### src/rtl/mac_accumulator_8bit.sv
// -----------------------------------------------------------------------------
// mac_accumulator_8bit
//
// Multiply-accumulate back end for the 8-bit multiplier. After an accepted
// start it sums `len` unsigned 8-bit product terms into an ACC_W-bit
// accumulator. The products arrive on a valid/ready handshake, and the result
// is returned on a second valid/ready handshake.
//
// Parameters
//   ACC_W      accumulator / result width, must be >= 9 (default 16)
//   LEN_W      width of the term-count input (default 8)
//
// Ports
//   clk        rising-edge clock
//   rst_n      synchronous reset, active-low
//   start      begin a new sequence (honoured only while idle)
//   len        number of product terms, sampled with an accepted start
//   prod       unsigned product term
//   prod_valid prod is valid this cycle
//   prod_ready block accepts prod this cycle (high only while accumulating)
//   res        accumulated sum
//   res_valid  res is valid; held until res_ready
//   res_ready  consumer accepts res
//   busy       sequence in progress (accumulating or holding a result)
//   overflow   sticky per sequence: a carry out of bit ACC_W-1 occurred
//
// Build option
//   MAC_SATURATE_EN  when defined, the accumulator clamps to all-ones on a
//                    carry instead of wrapping modulo 2^ACC_W. Handshake
//                    timing and latency are the same in both builds.
// -----------------------------------------------------------------------------
module mac_accumulator_8bit #(
    parameter int unsigned ACC_W = 16,
    parameter int unsigned LEN_W = 8
) (
    input  logic             clk,
    input  logic             rst_n,
    input  logic             start,
    input  logic [LEN_W-1:0] len,
    input  logic [7:0]       prod,
    input  logic             prod_valid,
    output logic             prod_ready,
    output logic [ACC_W-1:0] res,
    output logic             res_valid,
    input  logic             res_ready,
    output logic             busy,
    output logic             overflow
);

    localparam int unsigned SUM_W = ACC_W + 1;

    localparam logic [1:0] S_IDLE  = 2'd0;
    localparam logic [1:0] S_ACCUM = 2'd1;
    localparam logic [1:0] S_DONE  = 2'd2;

    logic [1:0]       state;
    logic [1:0]       state_next;
    logic [ACC_W-1:0] acc;
    logic [ACC_W-1:0] acc_next;
    logic [LEN_W-1:0] cnt;
    logic [LEN_W-1:0] cnt_next;
    logic             ovf;
    logic             ovf_next;
    logic             prod_ready_next;
    logic             res_valid_next;
    logic             busy_next;

    logic             xfer;
    logic [SUM_W-1:0] sum;
    logic [ACC_W-1:0] sum_acc;

    // One extra bit on the adder exposes the carry out of the accumulator.
    assign sum = {1'b0, acc} + SUM_W'(prod);

    // Value the accumulator takes on a transfer in this build.
`ifdef MAC_SATURATE_EN
    // Once clamped the accumulator stays all-ones: any non-zero term carries
    // again and a zero term leaves it unchanged.
    assign sum_acc = sum[ACC_W] ? {ACC_W{1'b1}} : sum[ACC_W-1:0];
`else
    assign sum_acc = sum[ACC_W-1:0];
`endif

    // prod_ready is the registered "in ACCUM" flag, so this is the handshake.
    assign xfer = prod_valid && prod_ready;

    // Next-state, datapath and registered-output decode.
    always_comb begin
        state_next = state;
        acc_next   = acc;
        cnt_next   = cnt;
        ovf_next   = ovf;

        unique case (state)
            S_IDLE: begin
                if (start) begin
                    acc_next = '0;
                    ovf_next = 1'b0;
                    if (len != '0) begin
                        cnt_next   = len;
                        state_next = S_ACCUM;
                    end else begin
                        state_next = S_DONE;
                    end
                end
            end

            S_ACCUM: begin
                if (xfer) begin
                    acc_next = sum_acc;
                    ovf_next = ovf | sum[ACC_W];
                    cnt_next = cnt - LEN_W'(1);
                    if (cnt == LEN_W'(1)) begin
                        state_next = S_DONE;
                    end
                end
            end

            S_DONE: begin
                if (res_valid && res_ready) begin
                    state_next = S_IDLE;
                end
            end

            default: begin
                state_next = S_IDLE;
            end
        endcase

        prod_ready_next = (state_next == S_ACCUM);
        res_valid_next  = (state_next == S_DONE);
        busy_next       = (state_next != S_IDLE);
    end

    // State, datapath and output flags; reset discards any partial sum.
    always_ff @(posedge clk) begin
        if (!rst_n) begin
            state      <= S_IDLE;
            acc        <= '0;
            cnt        <= '0;
            ovf        <= 1'b0;
            prod_ready <= 1'b0;
            res_valid  <= 1'b0;
            busy       <= 1'b0;
        end else begin
            state      <= state_next;
            acc        <= acc_next;
            cnt        <= cnt_next;
            ovf        <= ovf_next;
            prod_ready <= prod_ready_next;
            res_valid  <= res_valid_next;
            busy       <= busy_next;
        end
    end

    // The result and the sticky flag are the accumulator registers themselves,
    // so they hold their last values through DONE and the following IDLE.
    assign res      = acc;
    assign overflow = ovf;

endmodule

### config.mk
export PLATFORM = sky130hd
export DESIGN_NAME = mac_accumulator_8bit
export DESIGN_NICKNAME = d
export VERILOG_FILES = /design/src/rtl/mac_accumulator_8bit.sv
export SDC_FILE = /design/constraint.sdc
export NUM_CORES = 1
export LEC_CHECK = 0
export CAP_MARGIN = 10
export CORE_UTILIZATION = 50
export DETAILED_ROUTE_END_ITERATION = 8
export PLACE_DENSITY = 0.89
export SLEW_MARGIN = 20
export SYNTH_ARGS = -nofsm -noshare
export SYNTH_HDL_FRONTEND = slang
export SYNTH_SLANG_ARGS = --single-unit
### constraint.sdc
create_clock -name clk -period 2.7 [get_ports clk]
set_input_delay 0.405 -clock clk [delete_from_list [all_inputs] [get_ports clk]]
set_output_delay 0.405 -clock clk [all_outputs]
set_load 0.01 [all_outputs]
==> results.md <==
- The endpoint of the worst-slack reg-to-reg timing path is res[10].
- The vertical die dimension is 63.4 µm.
- VDD sags by at most 0.276 mV.
- The weighted congestion at the end of routability-driven global placement is 0.883.
- The routed design has 4790 µm of wire.
- Sorting the synthesized cells by area gives the leading types as dfxtp_1 (32%), ha_1 (6.6%), nand2_1 (6.2%).
- Of the post-synthesis cell area, the dominant cell type holds 31.9%.
- 0 antenna diodes ended up in the layout.
- The global-route total usage across every layer is 26.0%.
- The TritonCTS buffer count is 5.
- Walking the worst path, the cells encountered are clkdlybuf4s50_1 > ha_1 > inv_1 > fa_1 > nand2b_1 > a21oi_1 > o211ai_1 > a2111o_1 > o21ai_0.
- The delay of the slowest cell on the worst path is 0.46 ns.
- The area of the multi-input gates is between 1000 and 1500 µm².
- The worst hold-check path type is flop to flop.
- The TritonCTS sink count is 30.
- The core region is 3470 µm².
- The most common flop cell mapped by yosys is dfxtp_1.
- Summed over all failing endpoints, the final setup total negative slack is 0 ns.
- The quantity of gates resized following cts is 0.
- For this design the top-level I/O count stands at 41.
- The post-detailed-route DRC marker count is 0.
- Hold repair after CTS inserted 0 buffers.
- The run finished with clean final reports.
- The minimum period implied by the final worst setup slack is ~2.4 ns.
- The initial antenna violation count came to 0.
- Compared with the post-synthesis result, the final layout area differs by 28.4%.
- Once placement completed, the tool counted placed cells totaling 320.
- The effective utilization at floorplan is 54.3%.
- The synthesized flop and latch total is 30.
- In this run the number of H-tree levels came out at 2.
- The worst setup path is launched from an input pin.
- After synthesis, the mean cell area works out to 7.95 µm².
- The data arrival time of the critical path is 2.61 ns.
- Dividing the detail-routed via count by the number of cells gives 6.02.
- After the first detailed-routing iteration, the DRC count stood at 120.
- The number of routed nets with antenna violations is 0.
- Registers take 601 µm².
- The end point of the worst hold path is cnt[6].
- In this run the worst path has a maximum fanout of 7.
- The endpoint class of the critical path is a flop.
- The dominant cell type by area after synthesis is dfxtp_1.
- The first global-routing pass estimated approximately 8000 µm of wire.
- The register-to-register path setup slack is 0.49 ns.
- At the worst endpoint, the required time is 2.92 ns.
- The number of optimization iterations in the first detailed-route pass is 4.
- The slew at the pin closest to its max-slew limit is 0.666 ns.
- The hold path depth is 2.
- The source-to-sink clock delay at the later pin of the worst-skew pair is 0.29 ns.
- The sequential share of the synthesized area is around a third.
- The share of async-settable or async-resettable flops after synthesis is 0%.
- The filler cells instantiated in the layout total 296.
- The share of the clock period used by the worst path after layout is 88.5%.
- The count of placed standard cells in the final layout, fillers left out is 327.
- The post-synthesis instance total is 237.
- The number of global-route vias before repair was between 1500 and 2000.
- The floorplan step defined a die boundary enclosing 4020 µm².
- The depth of the worst register-to-register path is 8.
- The upper clock frequency limit is 0.419 GHz.
- Setup repair after global routing left no endpoint under its margin.
- The number of hold violations in the final report was 0.
- The clock arrives with ~0.0039 ns of skew.
- The pin count of the biggest net entering global routing is 16.
- The overall overflow remaining after global route is 0.
- TritonCTS built the clock tree.
- Setup violations remaining at the end of the flow were counted as 0.
- The number of max-slew violations in the final report is 0.
- The initialized floorplan defines 21 standard-cell rows.
- The worst pin sits at a relative slew slack of 55.2%.
- The number of setup buffers added after CTS is 0.
- Input and output buffers added on the ports amount to 40.
- After routing the design area is 2420 µm².
- Counting flops with a built-in enable in the synthesized netlist gives 0.
- The clock passes through at most 2 buffers.
- The average wire per cell in the routed design is 14.7 µm.
- The critical path in this run is classified as input pin to flop.
- The reported leakage power is slightly above 0.9 nW.
- When the netlist entered floorplanning its net count stood at 269.
- The power density normalized to cell area is 463 nW/µm².
- The wire-length estimate of the detail-placed layout is around 3600 µm.
- The standard cell area after detailed placement is 2340 µm².
- Across all layers, the routed design uses approximately 2000 vias.
- The layout cell share with drive strength beyond 1 is 4.98%.
- In this run the horizontal extent of the chip is 63.4 µm.
- The post-route total power is 0.00112 W.
- The final layout net count is 313.
- Max-cap violations in this run came to 0.
- After clock tree synthesis, the clock-pin slew on the worst setup and hold paths is 0.06 ns.
- During synthesis, Yosys emitted a total of 0 warnings.
- The launch instance of the worst register-to-register path is res[0].
- The master of the slowest instance on the critical path is clkdlybuf4s50_1.
- The post-synthesis instance area is 1880 µm².
- The startpoint identified for the worst hold timing path is cnt[6].
- The tree is rooted in a clkbuf_8.
- Yosys mapped the design onto 49 distinct sky130hd cell types.
cell usage after synthesis, types with 3 or more instances:
library cell   n
o31ai_1        3
ha_1          10
a32oi_1        3
a21o_1         3
and4_1         3
or3_1          6
a2111o_1       4
nand2_1       31
mux2i_1        3
nor4_1         3
nand3_1        8
nand2b_1       6
o211ai_1       3
a211oi_1       7
o21ai_0       15
nor2_1        23
nand3b_1       3
a21oi_1       22
inv_1          9
o211a_1        3
dfxtp_1       30
clkbuf_1       4
logic make-up after synthesis:
family	share of synthesized area [%]
simple gates	25.7
xor+xnor	0.465
mux	1.59
compound gates	28.6
flops	31.9
buf+inv	4.12
fa+ha+maj	7.70
metrics by stage:
stage	hold slack, ns	setup WS [ns]	utilization [%]
2_1_floorplan	0.448	0.663	-
3_3_place_gp	0.459	0.0976	67.6
3_5_place_dp	0.469	0.0126	67.6
4_1_cts	0.477	0.320	69.8
5_1_grt	0.516	0.0998	69.8
6_report	0.477	0.311	69.8
state kept, by name, summed over array words and instances (netlist names):
| register | cells |
|---|---|
| prod_ready | 1 |
| cnt | 8 |
| overflow | 1 |
| state | 2 |
| res_valid | 1 |
| res | 16 |
| busy | 1 |
power by group:
part | internal (W) | total, W | leakage (nW) | switching, W
sequential | 0.000468 | 0.000502 | 0.244 | 0.0000334
combinational | 0.000123 | 0.000271 | 0.630 | 0.000148
clock | 0.000177 | 0.000349 | 0.0383 | 0.000172
total | 0.000768 | 0.00112 | 0.913 | 0.000353
how the worst max path moves through the flow:
stage	startpoint	to	slack [ns]	cells past startpoint
after global routing	prod[0]	res[12]	0.1	9
after detailed placement	prod[0]	res[10]	0.01	9
after global placement	prod[0]	res[12]	0.1	9
after CTS	prod[0]	res[10]	0.32	9
after floorplan	res[0]	res[14]	0.66	8
final	prod[0]	res[10]	0.31	9
layout by cell type, fill, tap and decap left out, types with 3 or more instances in the layout:
cell type,netlist,routed
nand2b_1,6,6
a2111o_1,4,4
o21ai_0,15,15
nand3_1,8,8
a21o_1,3,3
mux2i_1,3,3
clkdlybuf4s50_1,0,40
nand3b_1,3,3
inv_1,9,9
a32oi_1,3,3
nor2_1,23,23
dfxtp_1,30,30
a21oi_1,22,22
nor4_1,3,3
o211ai_1,3,3
o211a_1,3,3
buf_4,2,6
ha_1,10,10
nand2_1,31,31
or3_1,6,6
o31ai_1,3,3
a211oi_1,7,7
and4_1,3,3
clkbuf_8,0,5
per-layer routing:
layer,wire length (µm),global-route usage [%]
met1,2240,35.3
met2,2150,39.2
met3,318,5.25
met4,82,11.9
met5,0,0
critical path, delay by kind of cell:
family	cells	cell delay, ns
buffers and inverters	2	0.52
AO/OA/AOI/OAI	4	0.97
AND/OR/NAND/NOR	1	0.19
adder cells (fa/ha/maj)	2	0.53
area by class of cell:
type | instances | share of cell area (%)
timing repair buffer | 46 | 18.4
sequential | 30 | 24.8
clock buffer | 7 | 3.15
multi-input combinational | 189 | 49.8
inverter | 9 | 1.40
tap | 46 | 2.38
No activity file was read; power rests on OpenSTA's default activity.
